[src/rtl/booth_dot_accum.sv]
// Saturating dot-product accumulator fed by a stream of signed 16-bit Booth products.
// Each frame ends on a product flagged last. The frame's result is held in registers until downstream accepts it.
module booth_dot_accum #(
    parameter int ACC_W = 24,
    parameter int CNT_W = 8
) (
    input  logic             clk,
    input  logic             rst,
    input  logic             prod_valid,
    output logic             prod_ready,
    input  logic [15:0]      prod,
    input  logic             prod_last,
    output logic             res_valid,
    input  logic             res_ready,
    output logic [ACC_W-1:0] res_data,
    output logic             res_sat,
    output logic [CNT_W-1:0] res_count,
    output logic             dbg_state_o
);

    // Handshake: a product moves when prod_valid && prod_ready at a rising edge.
    // A result moves when res_valid && res_ready at a rising edge.
    // ACC only takes products and DONE only offers a result, so the two never overlap.
    typedef enum logic {
        S_ACC  = 1'b0,
        S_DONE = 1'b1
    } state_e;

    localparam logic [ACC_W-1:0] ACC_MAX = {1'b0, {(ACC_W-1){1'b1}}};
    localparam logic [ACC_W-1:0] ACC_MIN = {1'b1, {(ACC_W-1){1'b0}}};
    localparam logic [CNT_W-1:0] CNT_MAX = {CNT_W{1'b1}};
    localparam logic [CNT_W-1:0] CNT_ONE = {{(CNT_W-1){1'b0}}, 1'b1};

    state_e           state_q, state_d;
    logic [ACC_W-1:0] acc_q, acc_d;
    logic             sat_q, sat_d;
    logic [CNT_W-1:0] cnt_q, cnt_d;
    logic [ACC_W-1:0] res_data_q, res_data_d;
    logic             res_sat_q, res_sat_d;
    logic [CNT_W-1:0] res_count_q, res_count_d;

    logic [ACC_W:0]   sum;
    logic             ovf_pos, ovf_neg;
    logic [ACC_W-1:0] acc_upd;
    logic             sat_upd;
    logic [CNT_W-1:0] cnt_upd;

    // One guard bit above ACC_W. When the top two bits differ, the sum has left the representable range.
    assign sum     = {{(ACC_W-15){prod[15]}}, prod} + {acc_q[ACC_W-1], acc_q};
    assign ovf_pos = ~sum[ACC_W] & sum[ACC_W-1];
    assign ovf_neg = sum[ACC_W] & ~sum[ACC_W-1];
    assign acc_upd = ovf_pos ? ACC_MAX : (ovf_neg ? ACC_MIN : sum[ACC_W-1:0]);
    assign sat_upd = sat_q | ovf_pos | ovf_neg;
    assign cnt_upd = (cnt_q == CNT_MAX) ? cnt_q : cnt_q + CNT_ONE;

    always_comb begin
        state_d     = state_q;
        acc_d       = acc_q;
        sat_d       = sat_q;
        cnt_d       = cnt_q;
        res_data_d  = res_data_q;
        res_sat_d   = res_sat_q;
        res_count_d = res_count_q;
        prod_ready  = 1'b0;
        res_valid   = 1'b0;
        case (state_q)
            S_ACC: begin
                prod_ready = 1'b1;
                if (prod_valid) begin
                    if (prod_last) begin
                        // Publish the frame including this product and start the next frame from zero.
                        state_d     = S_DONE;
                        res_data_d  = acc_upd;
                        res_sat_d   = sat_upd;
                        res_count_d = cnt_upd;
                        acc_d       = '0;
                        sat_d       = 1'b0;
                        cnt_d       = '0;
                    end else begin
                        acc_d = acc_upd;
                        sat_d = sat_upd;
                        cnt_d = cnt_upd;
                    end
                end
            end
            S_DONE: begin
                res_valid = 1'b1;
                if (res_ready) begin
                    state_d = S_ACC;
                end
            end
            default: state_d = S_ACC;
        endcase
    end

    always_ff @(posedge clk) begin
        if (rst) begin
            state_q     <= S_ACC;
            acc_q       <= '0;
            sat_q       <= 1'b0;
            cnt_q       <= '0;
            res_data_q  <= '0;
            res_sat_q   <= 1'b0;
            res_count_q <= '0;
        end else begin
            state_q     <= state_d;
            acc_q       <= acc_d;
            sat_q       <= sat_d;
            cnt_q       <= cnt_d;
            res_data_q  <= res_data_d;
            res_sat_q   <= res_sat_d;
            res_count_q <= res_count_d;
        end
    end

    assign res_data    = res_data_q;
    assign res_sat     = res_sat_q;
    assign res_count   = res_count_q;
    assign dbg_state_o = (state_q == S_DONE);

endmodule

[config.mk]
export PLATFORM = sky130hd
export DESIGN_NAME = booth_dot_accum
export DESIGN_NICKNAME = d
export VERILOG_FILES = /design/src/rtl/booth_dot_accum.sv
export SDC_FILE = /design/constraint.sdc
export NUM_CORES = 1
export LEC_CHECK = 0
export ABC_AREA = 0
export CORE_MARGIN = 4
export CORE_UTILIZATION = 30
export DETAILED_ROUTE_END_ITERATION = 8
export HOLD_SLACK_MARGIN = 0.03
export PLACE_DENSITY = 0.48
export SYNTH_ARGS = -nofsm -noshare
export SYNTH_HDL_FRONTEND = slang
export SYNTH_SLANG_ARGS = --single-unit
[constraint.sdc]
create_clock -name clk -period 2.7 [get_ports clk]
set_input_delay 0.405 -clock clk [delete_from_list [all_inputs] [get_ports clk]]
set_output_delay 0.405 -clock clk [all_outputs]
set_load 0.05 [all_outputs]
== After elaboration in Yosys (flattened, before gate mapping) ==
Index checks and enable logic that the tools add are counted.
Word-level totals
  register bits after elaboration: 67
Cells by class
  add/subtract/negate cells: 2
  eq/ne operators: 1
  multiplexer cells: 12
  bitwise gates (word level): 7
  reduce and logical (&&, ||, !) cells: 2
Operators by type and width (number)
  24-bit 2-to-1 mux: 3
  16-bit by 24-bit adder with 25-bit output: 1
  8-bit 2-to-1 mux: 2
  8-bit by 1-bit adder with 8-bit output, second input constant: 1
  8-bit equality test, second input constant: 1
  1-bit 2-to-1 mux: 6
  1-bit NOT: 3
  3-bit AND reduction: 1
  1-bit bitwise AND: 2
  1-bit bitwise OR: 2
  1-bit one-hot mux with 2 select lines: 1
  2-bit AND reduction: 1

== Longest topological paths before layout ==
Gate-level depths: netlist of run 1.
  word-level depth: 6
  mapped depth: 13

== Worst setup path before layout of run 1 ==
Ideal clock, no wire load.
  kind: in2reg
  start: input prod[0]
  end: register acc_q[10]
  setup time: 0.076 ns
  arrival: 2.735 ns
  setup slack: -0.111 ns
  stages: 13
  buffers on the path: 2
  path through: ha_1 inv_1 fa_1 nand2b_1 a21oi_2 o2111ai_2 o31a_4 a211oi_4 a22o_4 nand2b_1 buf_4 buf_6 o211ai_2
Between the ends
  word-level cells in the longest chain between the ends: 6
  elaborated cells on any way between the ends: 8
RTL lines
  start, declared: line 11  | input logic [15:0] prod,
  16-bit by 24-bit adder with 25-bit output (*): line 49  | assign sum = {{(ACC_W-15){prod[15]}}, prod} + {acc_q[ACC_W-1], acc_q};
  1-bit NOT: line 51  | assign ovf_neg = sum[ACC_W] & ~sum[ACC_W-1];
  1-bit bitwise AND: line 51
  24-bit 2-to-1 mux: line 52  | assign acc_upd = ovf_pos ? ACC_MAX : (ovf_neg ? ACC_MIN : sum[ACC_W-1:0]);
  24-bit 2-to-1 mux (*): line 52
  24-bit 2-to-1 mux (*): line 70  | if (prod_last) begin
  end signal, assigned: line 99  | acc_q <= '0;
  end signal, assigned: line 107  | acc_q <= acc_d;
  end, declared: line 35  | logic [ACC_W-1:0] acc_q, acc_d;
Mark *: on every way between the ends. The rest lies on a longest branch, timed or not.
A chain may end at the register's enable or synchronous reset.

== Worst setup path after layout of run 1 ==
  start: input prod[7]
  end: register res_data_q[11] (netlist: res_data[11])
Between the ends
  word-level cells in the longest chain between the ends: 5
  elaborated cells on any way between the ends: 7
RTL lines
  16-bit by 24-bit adder with 25-bit output (*): line 49
  1-bit NOT: line 51
  1-bit bitwise AND: line 51
  24-bit 2-to-1 mux: line 52
  24-bit 2-to-1 mux (*): line 52
  end signal, assigned: line 110  | res_data_q <= res_data_d;
  end, declared: line 38  | logic [ACC_W-1:0] res_data_q, res_data_d;
Marked as above.

==> results of run 1 <==
how the worst max path moves through the flow:
stage / cells after the start / start / end / slack, ns
3_5_place_dp: 13 / prod[0] / res_data[6] / -0.75
2_1_floorplan: 13 / prod[0] / acc_q[10] / 0.004
3_3_place_gp: 13 / prod[0] / res_data[16] / -0.68
6_report: 13 / prod[7] / res_data[11] / -0.03
4_1_cts: 14 / prod[8] / res_data[22] / -0.03
5_1_grt: 12 / acc_q[0] / res_data[7] / -0.16
what timing repair did:
| action | CTS | global route |
|---|---|---|
| setup buffers | 4 | 4 |
| setup endpoints to repair | 50 | 50 |
| gates resized for setup | 31 | 43 |
| cloned | 0 | 1 |
| pin swaps | 18 | 24 |
final cells by class:
type | count | area [µm²] | share of cell area
Clock inverter | 2 | 10.0 | 0.00164
Inverter | 13 | 48.8 | 0.00798
Timing Repair Buffer | 152 | 1340 | 0.219
Clock buffer | 14 | 264 | 0.0432
Multi-Input combinational cell | 381 | 2890 | 0.472
Sequential cell | 67 | 1340 | 0.220
Tap cell | 176 | 220 | 0.0360
layout by cell type (no fill, tap or decap), types with 7 or more instances in the layout:
| master | n |
|---|---|
| clkdlybuf4s50_1 | 49 |
| inv_1 | 12 |
| a211oi_1 | 7 |
| xnor2_1 | 13 |
| o211ai_2 | 11 |
| nand3_1 | 10 |
| ha_4 | 12 |
| o211ai_1 | 12 |
| o21ai_0 | 14 |
| nor3_1 | 9 |
| ha_1 | 13 |
| xor2_1 | 9 |
| clkbuf_16 | 9 |
| nand2_1 | 55 |
| dfxtp_1 | 66 |
| a21oi_1 | 36 |
| a211oi_2 | 21 |
| nor2_1 | 57 |
| buf_4 | 85 |
| buf_6 | 8 |
metal layers:
layer  share of wire  routed length [µm]
met5         0.00055                   7
met1            0.45                5740
met4           0.017                 215
met3           0.051                 647
met2            0.48                6080
registers in the layout, indices dropped and copies added, names as in the netlist:
signal and flops:
sat_q 1, res_data 24, res_count 8, dbg_state_o 1, cnt_q 8, res_sat 1
acc_q 24
power breakdown:
group	switching [mW]	total, mW	internal, mW
logic	0.627	1.12	0.497
registers	0.0475	1.10	1.06
clock network	0.430	1.10	0.669
critical path: stages:
cell and delay [ns]:
clkdlybuf4s50_1 0.40, ha_1 0.38, nand2_2 0.11, a2111oi_4 0.31, buf_4 0.17, nand3b_1 0.09
o211ai_2 0.13, a211oi_4 0.08, buf_4 0.15, a2bb2oi_4 0.22, buf_4 0.21, nand2_1 0.11
a211oi_2 0.21
Yosys cell counts, drive strengths merged, types with 2 or more instances:
cell    number
nand3b       4
nand3       11
o211ai      23
nor2        59
o211a        2
xnor2       13
ha          25
and2         4
nand4        6
nor3         9
or3          4
o21ai       22
o31ai        3
a211oi      29
xor2        10
nand2b       8
a21oi       45
a21o         3
o21a         5
inv         13
clkbuf      15
a22oi        6
buf         18
nor2b        3
a31oi        3
dfxtp       67
nand2       65
kinds of logic after synthesis:
group           after synthesis
compound gates              154
xor+xnor                     23
fa+ha+maj                    26
buf+inv                      46
flops                        67
mux                           1
simple gates                177
per-stage QoR:
stage	instance area (µm²)	std cells	hold WS (ns)	setup TNS, ns	utilization
global placement	5440	780	0.452	-30.84	0.406
finish	6110	805	0.444	-0.101	0.456
detailed placement	5440	780	0.449	-33.55	0.406
floorplan	4180	494	0.429	0	-
CTS	5860	800	0.433	-0.0958	0.437
global route	6110	805	0.460	-4.51	0.456
==> impl_metrics.py, run 1 <==
metrics = {
    "die": {
        "die_height_um": 125,
        "core_area_mm2": 0.0134,
        "initial_utilization": 0.309,
        "ios": 57,
        "dieArea_mm2": 0.0157,
        "rows": 42,
        "die_w_um": 125,
    },
    "yosys": {
        "synth_top_family_by_area": "compound AO/OA/AOI/OAI gates",
        "ys_ff_latch": 67,
        "synth_top_area_cell": "dfxtp_1",
        "synth.distinct_cells": 55,
        "synthSimpleGateAreaFrac": 0.189,
        "synthCells": 494,
        "ys_warn_count": 0,
        "yosys_most_used_dff": "dfxtp_1",
        "synth_mux_area_frac": 0.00242,
        "synth_top_area_frac": 0.324,
        "synth_compound_area_frac": 0.298,
        "seq_area_frac_synth": 0.324,
        "synth_nets": 541,
        "netlist_area_mm2": 0.00414,
        "syn_area_per_cell_um2": 8.38,
        "yosys-top-cells-area": "dfxtp_1, ha_1, a211oi_2, nand2_1, nor2_1",
        "synth_edf_count": 0,
        "synthXorXnorAreaFrac": 0.0487,
        "ys_async_sr_fraction": 0,
        "synthAdderAreaFrac": 0.0804,
    },
    "global_routing": {
        "gr-total-overflow": 0,
        "antenna_found_initial": 1,
        "grt.met1_usage": 0.207,
        "grt_max_degree": 34,
        "grt-busiest-layer": "met2",
        "grt_usage": 0.163,
        "grt_pass1_vias": 4096,
        "met3_usage": 0.0469,
        "grt_use_met2": 0.266,
        "grt_pass1_wl_um": 20800,
    },
    "drt": {
        "detail_route.wirelength_um": 12700,
        "vias": 4014,
        "drc": 0,
        "wl_per_cell_um": 15.8,
        "dr.pass1.iters": 5,
        "postRouteAntennaNets": 0,
        "viasPerCell": 4.99,
        "drt_iter0_drc": 187,
    },
    "clock_tree": {
        "cts_sinks": 67,
        "cts_max_path_buffers": 2,
        "clkLatencyLatePin_ns": 0.34,
        "clockRootBuffer": "clkbuf_16",
        "cts_tree": "built",
        "cts_hold_buffers": 0,
        "cts_max_level": 3,
        "numCtsBuffers": 9,
        "clk_pin_slew_ns": 0.05,
    },
    "status": {
        "outcome": "finished with violations",
        "violations": "setup timing",
    },
    "setup_path": {
        "worstSetupEndpointType": "flip-flop",
        "worstSetupPathType": "in2reg",
        "r2r_start": "acc_q[0]",
        "arrival_ns": 3.00,
        "r2r_cells": 12,
        "reg2reg_to": "res_data[11]",
        "ff2ff_setup_slack_ns": -0.03,
        "required_ns": 2.96,
        "crit_fanout": 5,
        "start_kind": "input pin",
    },
    "finish": {
        "drive_above_1_share": 0.310,
        "n_antenna_cell": 0,
        "syn_to_final_growth_pct": 47.7,
        "nNetsFinal": 671,
        "nFillCells": 1323,
    },
    "pwr": {
        "ir_drop_uv": 453,
        "power_density_mw_per_mm2": 544,
        "power_mw": 3.33,
        "p_leak_nw": 2.49,
    },
    "timing": {
        "fmaxAchievable_mhz": 366,
        "hold_viol_final": 0,
        "finalWorstSetupSlack_ns": -0.0349,
        "final.min_clock_period_ns": 2.73,
        "rsz0062_at_grt": "true",
        "post-route-period-util": 1.01,
        "slew_headroom": 0.620,
        "slew_viol_final": 0,
        "finalSetupViolations": 10,
        "tightestPinTransition_ns": 0.567,
        "skew_ns": 0.00717,
    },
    "min_path": {
        "min-delay-start": "rst",
        "min_delay_path_depth": 2,
        "hp-class": "in2reg",
        "worstHoldEndpoint": "res_count[6]",
    },
    "flow_run": {
        "drv_cap": 0,
    },
    "place": {
        "gp_congestion": 0.866,
        "pre_cts_ws_ns": -0.754,
        "hpwl_um": 9370,
        "portBuffers": 56,
    },
}
Note: power is estimated with default switching activity, not from simulation.
==> run 2, diff against run 1 <==
SETUP_SLACK_MARGIN = 0.02   (was not set)
==> impl_metrics.py, run 2 (synthesized netlist as in run 1, its figures left out) <==
metrics = {
    "clock_tree": {
        "cts_tree": "built",
        "cts_sinks": 67,
        "clkLatencyLatePin_ns": 0.34,
        "cts_max_level": 3,
        "numCtsBuffers": 9,
        "clk_pin_slew_ns": 0.05,
        "clockRootBuffer": "clkbuf_16",
        "cts_max_path_buffers": 2,
    },
    "die": {
        "die_w_um": 125,
        "rows": 42,
        "initial_utilization": 0.309,
        "ios": 57,
        "core_area_mm2": 0.0134,
        "die_height_um": 125,
        "dieArea_mm2": 0.0157,
    },
    "timing": {
        "post-route-period-util": 1.02,
        "tightestPinTransition_ns": 0.525,
        "slew_viol_final": 0,
        "holdWs_ns": 0.432,
        "rsz0062_at_grt": "true",
        "fmaxAchievable_mhz": 364,
        "finalSetupViolations": 7,
        "slew_headroom": 0.649,
        "skew_ns": 0.00871,
        "final.min_clock_period_ns": 2.75,
        "hold_viol_final": 0,
        "finalWorstSetupSlack_ns": -0.0487,
    },
    "finish": {
        "final_common_cell": "buf_4",
        "final_cell_mix": "buf_4, dfxtp_1, nor2_1, nand2_1, clkdlybuf4s50_1",
        "nNetsFinal": 692,
        "drive_above_1_share": 0.386,
        "fin_area_mm2": 0.00670,
        "n_antenna_cell": 0,
        "syn_to_final_growth_pct": 61.9,
    },
    "setup_path": {
        "arrival_ns": 2.99,
        "worstSetupPathType": "reg2reg",
        "slowest_delay_ns": 0.35,
        "cp-startpoint": "acc_q[0]",
        "r2r_cells": 13,
        "start_kind": "flip-flop",
        "ff2ff_setup_slack_ns": -0.05,
        "r2r_start": "acc_q[0]",
        "worstSetupEndpointType": "flip-flop",
        "required_ns": 2.95,
        "crit_chain": "ha_4, inv_2, fa_2, nand2b_4, a21oi_4, o2111ai_4, o31a_4, a211oi_4, a22o_4, nor2_4, buf_6, buf_12, a211oi_2",
        "crit_path_top_delay_cell": "dfxtp_2",
        "crit_fanout": 5,
        "reg2reg_to": "res_data[12]",
    },
    "status": {
        "outcome": "finished with violations",
        "violations": "setup timing",
    },
    "global_routing": {
        "grt_pass1_wl_um": 21600,
        "grt_pass1_vias": 4253,
        "grt_usage": 0.168,
        "grt_max_degree": 27,
        "gr-total-overflow": 0,
        "antenna_found_initial": 0,
    },
    "place": {
        "pre_cts_ws_ns": -0.708,
        "gp_congestion": 0.837,
        "hpwl_um": 9270,
        "portBuffers": 56,
        "placed_area_mm2": 0.00544,
    },
    "drt": {
        "postRouteAntennaNets": 0,
        "viasPerCell": 5.07,
        "vias": 4184,
        "wl_per_cell_um": 16.3,
        "dr.pass1.iters": 4,
        "drc": 0,
        "drt_iter0_drc": 122,
        "detail_route.wirelength_um": 13400,
    },
    "min_path": {
        "hp-class": "in2reg",
        "min_delay_path_depth": 2,
        "min-delay-start": "rst",
        "worstHoldEndpoint": "cnt_q[5]",
    },
    "pwr": {
        "combPwrFrac": 0.360,
        "p_int_mw": 2.38,
        "p_switching_mw": 1.18,
        "ir_drop_uv": 299,
        "clock_power_share": 0.330,
        "netSwitchingFraction": 0.331,
        "p_leak_nw": 2.73,
        "seqPwrFrac": 0.310,
        "power_density_mw_per_mm2": 532,
    },
    "flow_run": {
        "drv_cap": 0,
    },
}
-- run 2: cell count changes in the layout (fill, tap and decap cells not counted), moves of 4 or more --
cell             change
buf_4               +12
nand2_4              +9
nand2_1              -7
clkdlybuf4s50_1      -5
dlymetal6s2s_1       +5
o21ai_0              -4
buf_12               +4
ha_4                 +8
ha_1                 -8
-- run 2: worst max-delay path by stage --
stage                              end  slack (ns)
after floorplan           res_data[10]        0.01
after CTS                 res_data[12]       -0.07
after detailed placement   res_data[2]       -0.71
after global routing      res_data[12]       -0.19
final                     res_data[12]       -0.05
after global placement       acc_q[18]       -0.71
-- run 2: layout make-up --
cell class	instances	area, µm²
clock buffer	11	243
clock inverter	5	52.6
fill	1262	6700
inverter	13	48.8
multi-input combinational	381	3190
sequential	67	1340
tap	176	220
timing repair buffer	173	1600
-- run 2: repair_timing --
action,4_1_cts,5_1_grt
gates resized for setup,86,57
cloned,4,0
setup buffers,16,11
endpoints found under the setup margin,50,48
hold buffers,0,0
pin swaps,39,39
-- run 2: power by group through the flow --
stage          clock [mW]  sequential [mW]  combinational (mW)
2_1_floorplan           0             1.23               0.514
3_3_place_gp            0             1.12                1.00
3_5_place_dp            0             1.12                1.00
4_1_cts              1.21             1.10                1.18
5_1_grt              1.24             1.11                1.38
6_report             1.18             1.11                1.28
-- run 2: critical path, delay by kind of cell, from the launching register on --
kind | cells | cell delay (ns)
adder cells (fa/ha/maj) | 2 | 0.47
flip-flops | 1 | 0.35
AO/OA/AOI/OAI | 6 | 1.33
buffers and inverters | 3 | 0.31
AND/OR/NAND/NOR | 2 | 0.20
-- run 2: through the flow --
stage / util / instances / total power [mW] / setup TNS (ns)
2_1_floorplan: - / 494 / 1.74 / 0
3_3_place_gp: 0.406 / 781 / 2.12 / -28.49
3_5_place_dp: 0.406 / 781 / 2.12 / -31.33
4_1_cts: 0.475 / 817 / 3.50 / -0.745
5_1_grt: 0.500 / 826 / 3.74 / -4.07
6_report: 0.500 / 826 / 3.57 / -0.119
-- run 2: routing by layer --
metal,track usage,vias up,wire [µm]
met4,0.0440,0,194
met1,0.216,2021,6120
met2,0.284,79,6640
met3,0.0384,19,484
met5,0,-,0
li1,-,2065,-
==> run 3, diff against run 2 <==
CORE_ASPECT_RATIO = 0.5   (was not set)
TNS_END_PERCENT = 1   (was not set)
==> impl_metrics.py, run 3 (synthesized netlist as in run 1, its figures left out) <==
metrics = {
    "die": {
        "rows": 30,
        "core_area_mm2": 0.0135,
        "dieArea_mm2": 0.0158,
        "die_height_um": 91.0,
        "initial_utilization": 0.306,
        "die_w_um": 174,
        "ios": 57,
    },
    "timing": {
        "tightestPinTransition_ns": 0.579,
        "hold_viol_final": 0,
        "post-route-period-util": 1.03,
        "fmaxAchievable_mhz": 361,
        "holdWs_ns": 0.434,
        "slew_headroom": 0.612,
        "finalWorstSetupSlack_ns": -0.0736,
        "skew_ns": 0.00588,
        "finalSetupViolations": 37,
        "final.min_clock_period_ns": 2.77,
        "slew_viol_final": 0,
        "rsz0062_at_grt": "true",
    },
    "finish": {
        "final_common_cell": "buf_4",
        "drive_above_1_share": 0.303,
        "n_antenna_cell": 0,
        "fin_area_mm2": 0.00617,
        "syn_to_final_growth_pct": 49.2,
        "nNetsFinal": 670,
        "final_cell_mix": "buf_4, dfxtp_1, nand2_1, nor2_1, clkdlybuf4s50_1",
        "stdcell_count": 804,
        "postLayoutCoreUtil": 0.457,
        "nFillCells": 1357,
    },
    "pwr": {
        "power_density_mw_per_mm2": 551,
        "power_mw": 3.40,
        "ir_drop_uv": 238,
        "p_leak_nw": 2.54,
    },
    "clock_tree": {
        "cts_sinks": 67,
        "clk_pin_slew_ns": 0.06,
        "clkLatencyLatePin_ns": 0.34,
        "numCtsBuffers": 9,
        "cts_max_level": 3,
        "cts_tree": "built",
        "clockRootBuffer": "clkbuf_16",
        "cts_hold_buffers": 0,
        "cts_max_path_buffers": 2,
    },
    "setup_path": {
        "ff2ff_setup_slack_ns": -0.07,
        "crit_fanout": 4,
        "worstSetupEndpointType": "flip-flop",
        "r2r_start": "acc_q[0]",
        "arrival_ns": 3.02,
        "worstSetupPathType": "reg2reg",
        "reg2reg_to": "res_data[14]",
        "start_kind": "flip-flop",
        "required_ns": 2.94,
        "r2r_cells": 13,
    },
    "place": {
        "hpwl_um": 8800,
        "portBuffers": 56,
        "gp_congestion": 0.856,
        "dpl.cell_count": 776,
        "placed_area_mm2": 0.00542,
    },
    "drt": {
        "drt_iter0_drc": 120,
        "dr.max_layer_used": "met4",
        "vias": 3934,
        "postRouteAntennaNets": 0,
        "dr.pass1.iters": 4,
        "wl_met2_um": 5440,
        "drc": 0,
        "met1Wirelength_um": 6570,
        "route.met3.wl_um": 451,
        "viasPerCell": 4.89,
        "wl_per_cell_um": 15.7,
        "detail_route.wirelength_um": 12700,
    },
    "min_path": {
        "worstHoldEndpoint": "acc_q[23]",
        "min_delay_path_depth": 2,
        "hp-class": "in2reg",
        "min-delay-start": "rst",
    },
    "global_routing": {
        "gr-total-overflow": 0,
        "grt_usage": 0.156,
        "grt_pass1_vias": 3859,
        "grt_max_degree": 37,
        "antenna_found_initial": 0,
        "grt_pass1_wl_um": 19900,
    },
    "status": {
        "outcome": "finished with violations",
        "violations": "setup timing",
    },
    "flow_run": {
        "drv_cap": 0,
    },
}
==> run 3: critical path, stage by stage (launching register included) <==
cell and delay [ns]:
dfxtp_2 0.34, ha_4 0.13, inv_2 0.03, fa_2 0.33, nand2b_4 0.16, a21oi_4 0.18
o2111ai_4 0.15, o31a_4 0.40, a211oi_4 0.27, a22o_4 0.18, buf_4 0.10, buf_6 0.12
a21oi_2 0.05, a211oi_1 0.24
==> run 3: area by class of cell <==
class                           instances  area [µm²]  area share
Tap cell                              176         220      0.0357
Sequential cell                        67        1340       0.218
Timing Repair Buffer                  151        1390       0.224
Multi-Input combinational cell        381        2880       0.466
Clock inverter                          4        50.0     0.00811
Inverter                               13        48.8     0.00791
Clock buffer                           12         246      0.0399
==> run 3: through the flow <==
stage,worst slack (ns),TNS [ns]
2_1_floorplan,0.0136,0
5_1_grt,-0.163,-5.34
3_3_place_gp,-0.724,-31.41
6_report,-0.0736,-1.04
3_5_place_dp,-0.763,-33.79
4_1_cts,-0.0788,-1.83
==> run 3: timing repair <==
item                                    in CTS  in global routing
pin swaps                                    8                 27
resized for setup                           26                 38
buffers inserted                             7                  3
endpoints found under the setup margin      50                 50
cloned                                       1                  1
==> run 3: per-layer routing <==
layer	global-route usage	up-vias
li1	-	2030
met1	0.218	1830
met2	0.237	58
met3	0.0428	16
met4	0.0421	0
met5	0	-
==> run 3: worst max-delay path by stage <==
stage / slack, ns / to / startpoint
floorplan: 0.01 / res_data[10] / prod[0]
detailed placement: -0.76 / res_data[19] / prod[0]
finish: -0.07 / res_data[14] / acc_q[0]
global route: -0.16 / res_data[1] / acc_q[0]
global placement: -0.72 / res_data[19] / prod[15]
CTS: -0.08 / res_data[11] / prod[10]
==> run 3: power by group <==
part | internal (mW) | switching [mW]
combinational | 0.492 | 0.607
clock | 0.739 | 0.456
sequential | 1.06 | 0.0515
total | 2.29 | 1.11
